$ cat src/rtl/writeback_queue_pkg.sv
// rtl/writeback_queue_pkg.sv - shared types and constants for the writeback queue
package writeback_queue_pkg;

  localparam int WB_XLEN = 32;
  localparam logic [4:0] REG_ZERO = 5'd0;

  typedef struct packed {
    logic [4:0]         rt;
    logic [WB_XLEN-1:0] data;
  } wb_entry_t;

endpackage

$ cat src/rtl/writeback_queue_wb_fifo.sv
// rtl/writeback_queue_wb_fifo.sv - in-order write queue with dual push, single pop and a read-all view
module wb_fifo
  import writeback_queue_pkg::*;
#(
  parameter int DEPTH = 4,
  localparam int PW = $clog2(DEPTH),
  localparam int CW = PW + 1
) (
  input  logic            clk,
  input  logic            rst,
  input  logic            i_push0,
  input  wb_entry_t       i_push0_entry,
  input  logic            i_push1,
  input  wb_entry_t       i_push1_entry,
  input  logic            i_pop,
  output wb_entry_t       o_head_entry,
  output logic [CW-1:0]   o_count,
  output logic [PW-1:0]   o_head,
  output wb_entry_t       o_mem [DEPTH]
);

  wb_entry_t       r_mem [DEPTH];
  logic [PW-1:0]   r_head;
  logic [PW-1:0]   r_tail;
  logic [CW-1:0]   r_count;
  logic            w_pop;
  logic [CW-1:0]   w_n_push;

  assign w_pop    = i_pop && (r_count != '0);
  assign w_n_push = CW'(i_push0) + CW'(i_push1);

  // Storage is not reset; validity comes from head/count only.
  always_ff @(posedge clk) begin
    if (i_push0) r_mem[r_tail] <= i_push0_entry;
    if (i_push1) r_mem[r_tail + PW'(1)] <= i_push1_entry;
  end

  always_ff @(posedge clk or posedge rst) begin
    if (rst) begin
      r_head  <= '0;
      r_tail  <= '0;
      r_count <= '0;
    end else begin
      r_tail  <= r_tail + PW'(w_n_push);
      r_head  <= r_head + PW'(w_pop);
      r_count <= r_count + w_n_push - CW'(w_pop);
    end
  end

  assign o_head_entry = r_mem[r_head];
  assign o_count      = r_count;
  assign o_head       = r_head;
  assign o_mem        = r_mem;

  a_no_overflow: assert property (@(posedge clk) disable iff (rst) r_count <= CW'(DEPTH));
  a_push_order:  assert property (@(posedge clk) disable iff (rst) i_push1 |-> i_push0);

endmodule

$ cat src/rtl/writeback_queue.sv
// rtl/writeback_queue.sv - dual-lane writeback retire queue with forwarding; optional WB_RETIRE_COUNT_EN
module writeback_queue
  import writeback_queue_pkg::*;
#(
  parameter int DEPTH = 4,
  parameter int XLEN  = WB_XLEN
) (
  input  logic            clk,
  input  logic            rst,
  input  logic            interlock,
  input  logic [31:0]     pc,
  input  logic [63:0]     inst,
  input  logic [4:0]      u_rt,
  input  logic            u_rt_flag,
  input  logic            u_half,
  input  logic [63:0]     mem_doutb,
  input  logic [XLEN-1:0] l_tdata,
  input  logic [4:0]      l_rt,
  input  logic            l_rt_flag,
  output logic            rf_we,
  output logic [4:0]      rf_waddr,
  output logic [XLEN-1:0] rf_wdata,
  output logic            wb_stall,
  input  logic [4:0]      fwd_addr,
  output logic            fwd_hit,
  output logic [XLEN-1:0] fwd_data
`ifdef WB_RETIRE_COUNT_EN
  ,
  output logic [63:0]     retired
`endif
);

  localparam int PW = $clog2(DEPTH);
  localparam int CW = PW + 1;

  logic            w_accept;
  logic            w_u_lane;
  logic            w_l_lane;
  logic            w_u_valid;
  logic            w_l_valid;
  wb_entry_t       w_u_entry;
  wb_entry_t       w_l_entry;
  logic            w_push0;
  logic            w_push1;
  wb_entry_t       w_push0_entry;
  logic            w_pop;
  wb_entry_t       w_head_entry;
  logic [CW-1:0]   w_count;
  logic [PW-1:0]   w_head;
  wb_entry_t       w_mem [DEPTH];
  logic [CW-1:0]   w_next_count;
  logic [PW-1:0]   w_idx;
  logic            r_pop_valid;
  wb_entry_t       r_pop_entry;
  logic            w_unused;

  assign w_unused = ^{pc, inst};

  assign w_accept  = !interlock;
  assign w_u_lane  = u_rt_flag && (u_rt != REG_ZERO);
  assign w_l_lane  = l_rt_flag && (l_rt != REG_ZERO);
  assign w_l_valid = w_accept && w_l_lane;
  // The lower lane is younger, so a same-destination upper write is dead.
  assign w_u_valid = w_accept && w_u_lane && !(w_l_valid && (l_rt == u_rt));

  assign w_u_entry = '{rt: u_rt, data: (u_half ? mem_doutb[63:32] : mem_doutb[31:0])};
  assign w_l_entry = '{rt: l_rt, data: l_tdata};

  assign w_push0       = w_u_valid || w_l_valid;
  assign w_push0_entry = w_u_valid ? w_u_entry : w_l_entry;
  assign w_push1       = w_u_valid && w_l_valid;
  assign w_pop         = (w_count != '0);
  assign w_next_count  = w_count + CW'(w_push0) + CW'(w_push1) - CW'(w_pop);

  wb_fifo #(.DEPTH(DEPTH)) u_fifo (
    .clk           (clk),
    .rst           (rst),
    .i_push0       (w_push0),
    .i_push0_entry (w_push0_entry),
    .i_push1       (w_push1),
    .i_push1_entry (w_l_entry),
    .i_pop         (w_pop),
    .o_head_entry  (w_head_entry),
    .o_count       (w_count),
    .o_head        (w_head),
    .o_mem         (w_mem)
  );

  // Popped entry is staged one cycle before it reaches the register-file port.
  always_ff @(posedge clk or posedge rst) begin
    if (rst) begin
      r_pop_valid <= 1'b0;
      r_pop_entry <= '0;
      rf_we       <= 1'b0;
      rf_waddr    <= '0;
      rf_wdata    <= '0;
      wb_stall    <= 1'b0;
    end else begin
      r_pop_valid <= w_pop;
      if (w_pop) r_pop_entry <= w_head_entry;
      rf_we <= r_pop_valid;
      if (r_pop_valid) begin
        rf_waddr <= r_pop_entry.rt;
        rf_wdata <= r_pop_entry.data;
      end
      wb_stall <= (w_next_count > CW'(DEPTH - 2));
    end
  end

  // Oldest to youngest so later matches overwrite earlier ones.
  always_comb begin
    fwd_hit  = 1'b0;
    fwd_data = '0;
    w_idx    = '0;
    if (fwd_addr != REG_ZERO) begin
      if (rf_we && (rf_waddr == fwd_addr)) begin
        fwd_hit  = 1'b1;
        fwd_data = rf_wdata;
      end
      if (r_pop_valid && (r_pop_entry.rt == fwd_addr)) begin
        fwd_hit  = 1'b1;
        fwd_data = r_pop_entry.data;
      end
      for (int i = 0; i < DEPTH; i++) begin
        w_idx = w_head + PW'(i);
        if ((CW'(i) < w_count) && (w_mem[w_idx].rt == fwd_addr)) begin
          fwd_hit  = 1'b1;
          fwd_data = w_mem[w_idx].data;
        end
      end
    end
  end

`ifdef WB_RETIRE_COUNT_EN
  always_ff @(posedge clk or posedge rst) begin
    if (rst) begin
      retired <= '0;
    end else if (w_accept) begin
      retired <= retired + 64'(w_u_lane) + 64'(w_l_lane);
    end
  end
`endif

endmodule

$ cat config.mk
export PLATFORM = sky130hd
export DESIGN_NAME = writeback_queue
export DESIGN_NICKNAME = d
export VERILOG_FILES = /design/src/rtl/writeback_queue_pkg.sv /design/src/rtl/writeback_queue_wb_fifo.sv /design/src/rtl/writeback_queue.sv
export SDC_FILE = /design/constraint.sdc
export NUM_CORES = 1
export LEC_CHECK = 0
export CAP_MARGIN = 30
export CORE_ASPECT_RATIO = 1.2
export CORE_MARGIN = 1.5
export CORE_UTILIZATION = 40
export CTS_BUF_LIST = sky130_fd_sc_hd__clkbuf_4
export CTS_CLUSTER_DIAMETER = 120
export DETAILED_ROUTE_END_ITERATION = 16
export SYNTH_ARGS = -nofsm -noshare
export SYNTH_HDL_FRONTEND = slang
export SYNTH_SLANG_ARGS = --single-unit
$ cat constraint.sdc
create_clock -name clk -period 4.2 [get_ports clk]
set_input_delay 0.84 -clock clk [delete_from_list [all_inputs] [get_ports clk]]
set_output_delay 0.84 -clock clk [all_outputs]
set_load 0.01 [all_outputs]
==> results.cfg, run 1 <==
[pwr]
pwr-share-comb = 0.577
p_int_mw = 9.162
p_per_area_mw_per_mm2 = 793.6
seqPwrFrac = 0.277
swShare = 0.4177
leakage_nw = 8.038
switchingPower_mw = 6.571
irDropWorstVdd_v = 0.0004906
pwr-share-clk = 0.146

[die]
die_area_mm2 = 0.04024
die_w_um = 183.4
die-height_um = 219.4
core_area_mm2 = 0.03865
start_util = 0.4040
design.portCount = 285
std_cell_rows = 79

[route]
first_pass_iters = 5
wirelength_um = 51250
avgViaCountPerCell = 5.619
drc_errors = 0
route.met2.wl_um = 23950
drt_iter0_markers = 1010
drt-wirelength-per-cell_um = 19.38
wl_met1_um = 22080
wl_met3_um = 3502
vias = 14856
ant_nets = 0
maxUsedRoutingLayer = met4

[critical_path]
crit_buf_inv = 4
worstPathMaxFanout = 8
slowest_stage = mux4_2
crit_family = simple AND/OR/NAND/NOR gates
path_cells = mux4_2 -> xor2_1 -> nor4_4 -> and2_4 -> buf_12 -> buf_8 -> buf_6 -> or3_4 -> a31oi_1 -> a32o_2 -> buf_6
critPathLaunchType = flop
worst-endpoint-required_ns = 3.36
endpoint_kind = primary output
worst_path_largest_cell_delay_ns = 0.58
worst-endpoint-arrival_ns = 3.70
critPathMostFrequentCell = buf_6
crit_type = reg2out

[sta]
hold_ws_ns = 0.4940
finalWorstSetupSlack_ns = -0.3368
finClkSkew_ns = 0.05225
drv_slew = 0
finalSetupTns_ns = -7.562
period_minus_slack_ns = 4.537
slew-limit-headroom = 0.3635
finalHoldViolations = 0
tightest_slew_ns = 0.9548
fin_crit_sh = 1.080
rsz0062_at_grt = true
setup_viol = 32
clock.fmax_mhz = 220.4

[synthesis]
yosysTopAreaCell = dfxtp_1
synth_top_area_frac = 0.1897
ys_ff_latch = 232
synth_area_mm2 = 0.01561
synth_ff_type = dfxtp_1
synthArstFlopShare = 0.3621
ys_seq_area_frac = 0.3244
yosys-top-cells-count = a21oi_1, nor2_1, nand2_1, dfxtp_1, mux2i_1
synth.yosys.warnings = 0
synthCells = 1835
yosysMostFrequentCell = a21oi_1
ys_types = 65
synth_edf_count = 0
synth_area_leaders = dfxtp_1, dfrtp_1, mux2_2
syn_nets = 2061
synth_area_per_cell_um2 = 8.510

[cts]
clk_pin_slew_ns = 0.07
cts.htree.levels = 3
clock_path_buffers = 3
tritoncts = yes
clock-root-buffer = clkbuf_4
clk_latency_ns = 0.75
clock_sinks = 232
cts_buffers = 68

[grt]
grt_overflow_total = 0
grtUsageTotal = 0.2540
antenna_found_initial = 2
grt_max_degree = 129
grt_pass1_wl_um = 78740
grt_pass1_vias = 13952

[cells_and_area]
num-fill-cells = 3648
syn_to_final_growth_pct = 26.97
multi_input_area_mm2 = 0.009938
final_nets = 2288
drive_gt1_frac = 0.2453
seq_area_mm2 = 0.005074

[run]
maxCapViolCount = 0

[place]
dp_slack_ns = -0.4840
place_congestion = 0.9161
port_buffers = 188
dp_hpwl_um = 34350

[worst_hold_path]
worstHoldPathType = reg2reg

[run_status]
status = finished with violations
violations = negative setup slack
-- tightest hold or removal path, delay by kind of cell, from the launching register on --
| kind | cells | cell delay [ns] |
|---|---|---|
| AO/OA/AOI/OAI | 1 | 0.06 |
| flip-flops | 1 | 0.35 |
| AND/OR/NAND/NOR | 1 | 0.05 |
-- metrics by stage --
stage          utilization  total power, mW  instances  instance area [µm²]
6_report            0.5130            15.73       2644                19830
5_1_grt             0.5130            16.82       2644                19830
4_1_cts             0.5114            15.67       2642                19770
3_5_place_dp        0.4775            13.04       2493                18450
3_3_place_gp        0.4775            12.83       2493                18450
2_1_floorplan            -            10.08       1835                15620
-- repair_timing --
item / in CTS / in global routing
hold buffers: 0 / 0
gates resized for setup: 194 / 14
pin swaps: 67 / 7
setup endpoints to repair: 33 / 33
gates cloned: 5 / 0
buffers inserted: 21 / 0
-- routing by layer --
| metal | global-route usage | vias up |
|---|---|---|
| met5 | 0 | - |
| met4 | 0.1161 | 0 |
| met3 | 0.04447 | 101 |
| met2 | 0.4087 | 578 |
| met1 | 0.3324 | 7100 |
| li1 | - | 7077 |
-- final timing paths --
path / from / end / slack (ns) / cells past startpoint
max: u_fifo.o_head[0] / fwd_data[6] / -0.34 / 11
max reg2reg: u_fifo.o_count[1] / wb_stall / 1.73 / 6
max in group asynchronous: rst / r_pop_entry[4] / 2.85 / 3
min in group asynchronous: rst / r_pop_entry[18] / 0.57 / 2
min reg2reg: r_pop_entry[23] / r_pop_entry[23] / 0.49 / 2
min: r_pop_entry[23] / r_pop_entry[23] / 0.49 / 2
-- flip-flops by register name, indices dropped and copies added, names as in the netlist --
register,flops
wb_stall,1
u_fifo.o_count,3
r_pop_entry,37
u_fifo.r_tail,2
rf_waddr,5
r_pop_valid,1
u_fifo.o_mem,148
rf_we,1
u_fifo.o_head,2
rf_wdata,32
-- power groups by stage --
stage	Sequential, mW	Clock (mW)	Combinational [mW]
floorplan	4.12	0	5.96
global placement	4.31	0	8.52
detailed placement	4.37	0	8.67
CTS	4.33	2.36	8.97
global route	4.50	2.49	9.83
finish	4.35	2.30	9.08
-- logic make-up after synthesis --
| kind of cell | after synthesis | share of synthesized area |
|---|---|---|
| simple gates | 560 | 0.1555 |
| compound gates | 506 | 0.1858 |
| mux | 309 | 0.2467 |
| flops | 232 | 0.3244 |
| buf+inv | 174 | 0.05281 |
| xor+xnor | 41 | 0.02300 |
| fa+ha+maj | 13 | 0.01186 |
-- cell usage in the layout (no fill, tap or decap), types with 6 or more instances in the layout --
cell type	netlist	final
dfxtp_1	148	148
xnor2_1	20	17
mux2_2	124	124
a32o_2	0	10
o21ai_0	105	102
o21ai_1	11	11
clkinv_1	2	12
nand3_1	13	10
nand2_1	205	201
a221oi_1	11	11
o211ai_1	8	8
clkbuf_4	0	110
mux2i_1	137	137
a31oi_1	25	22
nor3_1	13	9
nor3b_2	7	8
buf_4	7	86
a22oi_1	8	8
nor2_1	251	251
ha_1	10	10
dfrtp_1	84	81
buf_6	4	25
a22o_1	8	8
mux4_2	47	48
or3_1	30	23
inv_1	13	12
nand3_2	4	7
a21oi_1	275	274
and2_1	16	15
buf_12	0	21
clkdlybuf4s50_1	0	154
buf_2	56	21
o221a_1	7	7
o22ai_1	6	6
xor2_1	21	18
-- layout make-up --
class	count	area share
inverter	15	0.002966
clock buffer	110	0.04165
timing repair buffer	316	0.1605
antenna	2	0.0002524
sequential	232	0.2559
clock inverter	14	0.004228
multi-input combinational	1429	0.5013
tap	526	0.03319
Note: power is estimated with default switching activity, not from simulation.
==> inputs of run 2 (changes only) <==
- CORE_MARGIN: 1.5 -> unset
- CTS_CLUSTER_DIAMETER: 120 -> unset
==> results.cfg, run 2 (synthesized netlist as in run 1, its figures left out) <==
[sta]
setup_viol = 32
slew-limit-headroom = 0.3805
period_minus_slack_ns = 4.425
fin_crit_sh = 1.054
hold_ws_ns = 0.5038
finalWorstSetupSlack_ns = -0.2248
finalHoldViolations = 0
drv_slew = 0
rsz0062_at_grt = true
finClkSkew_ns = 0.04735
clock.fmax_mhz = 226.0
tightest_slew_ns = 0.9221

[route]
wirelength_um = 51960
vias = 15059
first_pass_iters = 5
drc_errors = 0
avgViaCountPerCell = 5.700
drt_iter0_markers = 1080
drt-wirelength-per-cell_um = 19.67
ant_nets = 0

[cts]
clock_sinks = 232
clock_path_buffers = 3
cts.htree.levels = 3
tritoncts = yes
holdBufCountCts = 0
cts_buffers = 67
clk_latency_ns = 0.73
clk_pin_slew_ns = 0.06
clock-root-buffer = clkbuf_4

[die]
design.portCount = 285
std_cell_rows = 78
die-height_um = 218.4
die_area_mm2 = 0.03983
die_w_um = 182.4
core_area_mm2 = 0.03816
start_util = 0.4092

[cells_and_area]
syn_to_final_growth_pct = 28.51
final_cell_mix = a21oi_1, nor2_1, nand2_1, clkdlybuf4s50_1, dfxtp_1
final_nets = 2293
largest_register_ffs = 148
final_common_cell = a21oi_1
drive_gt1_frac = 0.2625
final-instance-count-excl-fill = 2642

[grt]
grtUsageTotal = 0.2606
grt_max_degree = 129
grt_pass1_wl_um = 80710
grt_pass1_vias = 14484
grt_overflow_total = 0
antenna_found_initial = 2

[pwr]
pwr-share-comb = 0.584
swShare = 0.4189
p_int_mw = 9.149
p_per_area_mw_per_mm2 = 784.6
switchingPower_mw = 6.595
total_power_mw = 15.74
seqPwrFrac = 0.279
pwr-share-clk = 0.137
leakage_nw = 8.121
irDropWorstVdd_v = 0.0005024

[place]
port_buffers = 188
dp_hpwl_um = 34340
dp.cells = 2494
place_congestion = 0.8710

[run_status]
status = finished with violations
violations = negative setup slack

[critical_path]
critPathLaunchType = flop
worst_path_largest_cell_delay_ns = 0.55
slowest_stage = mux4_2
worst-endpoint-required_ns = 3.36
path_cells = buf_6 -> mux4_2 -> xor2_2 -> nor4_2 -> buf_4 -> and2_4 -> buf_12 -> or3_4 -> a31oi_1 -> o221a_1 -> buf_2
worstPathMaxFanout = 11
crit_type = reg2out
endpoint_kind = primary output
worst-endpoint-arrival_ns = 3.58

[worst_hold_path]
worstHoldPathType = reg2reg

[run]
maxCapViolCount = 0
==> run 2: metrics by stage <==
stage / cell area, µm² / setup TNS, ns / setup WS (ns) / util
2_1_floorplan: 15620 / 0 / 0.4600 / -
3_3_place_gp: 18510 / -11.37 / -0.4426 / 0.4851
3_5_place_dp: 18510 / -11.42 / -0.4771 / 0.4851
4_1_cts: 19770 / -7.324 / -0.3132 / 0.5181
5_1_grt: 20060 / -9.460 / -0.3484 / 0.5258
6_report: 20070 / -4.666 / -0.2248 / 0.5259
==> run 2: final cells by class <==
type | count | area [µm²]
sequential | 232 | 5074
clock buffer | 106 | 795.8
tap | 520 | 650.6
multi-input combinational | 1429 | 10150
fill | 3564 | 18090
antenna | 4 | 10.01
clock inverter | 14 | 53.80
timing repair buffer | 322 | 3273
inverter | 15 | 58.81
==> run 2: worst paths after layout <==
check	startpoint	to	slack, ns	depth (start not counted)
max	u_fifo.o_head[0]	fwd_data[28]	-0.22	11
min	r_pop_entry[22]	r_pop_entry[22]	0.50	2
max reg2reg	u_fifo.o_count[1]	wb_stall	1.68	8
min reg2reg	r_pop_entry[22]	r_pop_entry[22]	0.50	2
max in group asynchronous	rst	rf_wdata[8]	2.77	3
min in group asynchronous	rst	rf_wdata[16]	0.63	2
==> run 2: worst max-delay path, delay by kind of cell (launching register included) <==
family | cells | cell delay [ns]
flip-flops | 1 | 0.50
XOR/XNOR | 1 | 0.17
buffers and inverters | 4 | 0.58
AO/OA/AOI/OAI | 2 | 0.43
multiplexers | 1 | 0.55
AND/OR/NAND/NOR | 3 | 0.65
==> run 2: layer usage <==
layer,track usage,vias up,wire length [µm]
met1,0.3397,7263,22580
met2,0.4369,586,24570
met4,0.09188,0,1514
li1,-,7090,-
met5,0,-,0
met3,0.04033,120,3306
==> run 2: timing repair <==
action	4_1_cts	5_1_grt
cloned	2	1
pin swaps	63	30
buffers inserted	19	3
resized for setup	207	45
setup endpoints to repair	33	33
==> run 2: power by group through the flow <==
stage               Combinational, mW  Sequential [mW]  Clock (mW)
finish                           9.19             4.39        2.16
CTS                              8.95             4.36        2.22
global placement                 8.51             4.34           0
floorplan                        5.96             4.12           0
detailed placement               8.68             4.41           0
global route                     9.99             4.53        2.34
==> inputs of run 3 (changes only) <==
--- a/config.mk
+++ b/config.mk
@@ -8,7 +8,8 @@
 export CAP_MARGIN = 30
 export CORE_ASPECT_RATIO = 1.2
-export CORE_UTILIZATION = 40
+export CORE_UTILIZATION = 55
 export CTS_BUF_LIST = sky130_fd_sc_hd__clkbuf_4
 export DETAILED_ROUTE_END_ITERATION = 16
+export PLACE_DENSITY = 0.83
 export SYNTH_ARGS = -nofsm -noshare
 export SYNTH_HDL_FRONTEND = slang
==> constraint.sdc (replaced) <==
create_clock -name clk -period 4.2 [get_ports clk]
set_input_delay 0.84 -clock clk [delete_from_list [all_inputs] [get_ports clk]]
set_output_delay 0.84 -clock clk [all_outputs]
set_load 0.005 [all_outputs]
==> results.cfg, run 3 (synthesized netlist as in run 1, its figures left out) <==
[run_status]
status = finished with violations
violations = negative setup slack

[critical_path]
crit_buf_inv = 5
worstPathMaxFanout = 6
crit_type = reg2out
critPathLaunchType = flop
r2r_slack_ns = 1.45
cp-startpoint = u_fifo.o_head[0]
critPathMostFrequentCell = buf_8
endpoint_kind = primary output
crit_family = buffers and inverters
worst_path_largest_cell_delay_ns = 0.54
slowest_stage = dfrtp_4
r2r_start = u_fifo.o_count[1]
path_cells = buf_8 -> buf_4 -> mux4_2 -> xor2_1 -> a21oi_1 -> and2_4 -> buf_12 -> buf_8 -> or3_4 -> a31oi_2 -> a32o_2 -> buf_2
worst-endpoint-arrival_ns = 3.89
worst-endpoint-required_ns = 3.36

[cts]
cts_buffers = 58
clk_pin_slew_ns = 0.08
clk_latency_ns = 0.79
holdBufCountCts = 0
clock_sinks = 232
tritoncts = yes
clock-root-buffer = clkbuf_4
cts.htree.levels = 2
clock_path_buffers = 3

[die]
die-height_um = 186.6
core_area_mm2 = 0.02792
design.portCount = 285
start_util = 0.5594
std_cell_rows = 67
die_area_mm2 = 0.02907
die_w_um = 155.8

[cells_and_area]
largest_register_ffs = 148
final_cell_mix = a21oi_1, nor2_1, nand2_1, clkdlybuf4s50_1, dfxtp_1
num-fill-cells = 1858
seq_area_mm2 = 0.005074
final_common_cell = a21oi_1
final_nets = 2310
drive_gt1_frac = 0.2681
fin_util = 0.7222
multi_input_area_mm2 = 0.01026
syn_to_final_growth_pct = 29.10

[pwr]
irDropWorstVdd_v = 0.0004724
p_per_area_mw_per_mm2 = 800.6
leakage_nw = 8.216
total_power_mw = 16.14

[sta]
clock.fmax_mhz = 211.5
rsz0062_at_grt = true
tightest_slew_ns = 0.9684
finClkSkew_ns = 0.1264
finalWorstSetupSlack_ns = -0.5290
drv_slew = 0
setup_viol = 33
fin_crit_sh = 1.126
slew-limit-headroom = 0.3544
period_minus_slack_ns = 4.729
finalHoldViolations = 0

[route]
drt-wirelength-per-cell_um = 22.22
drc_errors = 0
first_pass_iters = 8
vias = 16490
avgViaCountPerCell = 6.567
wirelength_um = 55800
ant_nets = 0
drt_iter0_markers = 2300

[grt]
grt_max_degree = 146
grtUsageTotal = 0.3477
antenna_found_initial = 3
grt_overflow_total = 0
grt_pass1_vias = 15431
grt_pass1_wl_um = 80450

[place]
dp_hpwl_um = 31980
place_congestion = 0.9313
dp_slack_ns = -0.3646
port_buffers = 188

[worst_hold_path]
worstHoldPathType = in2async

[run]
maxCapViolCount = 0
## run 3: power by group
| part | switching (mW) | internal (mW) | total [mW] |
|---|---|---|---|
| Clock | 0.989 | 1.01 | 2.00 |
| Sequential | 1.12 | 3.37 | 4.49 |
| Combinational | 4.87 | 4.78 | 9.65 |
| Total | 6.98 | 9.16 | 16.1 |
## run 3: path summary, 6_finish.rpt
| check | to | cells after the start |
|---|---|---|
| setup / recovery | fwd_data[31] | 12 |
| hold / removal | r_pop_entry[29] | 2 |
| setup reg to reg | wb_stall | 9 |
| hold reg to reg | rf_wdata[1] | 1 |
| max in group asynchronous | r_pop_entry[1] | 3 |
| min in group clk | rf_wdata[1] | 1 |
## run 3: through the flow
stage	instances	hold WS, ns	instance area, µm²	TNS, ns
2_1_floorplan	1835	0.3646	15620	0
3_3_place_gp	2333	0.4798	18210	-8.024
3_5_place_dp	2333	0.4918	18210	-9.532
4_1_cts	2475	0.4901	19540	-9.188
5_1_grt	2511	0.5287	20160	-15.56
6_report	2511	0.4853	20160	-13.34
## run 3: metal layers
metal  share of wire  GRT usage  vias up  wire (µm)
li1                -          -     7111          -
met1            0.34     0.4253     7676      19220
met2            0.47     0.5652     1345      25960
met3            0.12    0.07199      356       6779
met4           0.069     0.1995        2       3834
met5         0.00020          0        -         11
## run 3: timing repair
| item | 4_1_cts | 5_1_grt |
|---|---|---|
| buffers inserted | 31 | 34 |
| endpoints found under the setup margin | 33 | 33 |
| pin swaps | 55 | 57 |
| cloned | 6 | 4 |
| resized for setup | 205 | 88 |
## run 3: cell type report
| class | instances | share of cell area |
|---|---|---|
| Clock buffer | 95 | 0.03538 |
| Clock inverter | 11 | 0.002296 |
| Timing Repair Buffer | 347 | 0.1750 |
| Inverter | 15 | 0.002855 |
| Tap cell | 379 | 0.02352 |
| Multi-Input combinational cell | 1430 | 0.5091 |
| Sequential cell | 232 | 0.2517 |
| Antenna cell | 2 | 0.0002483 |
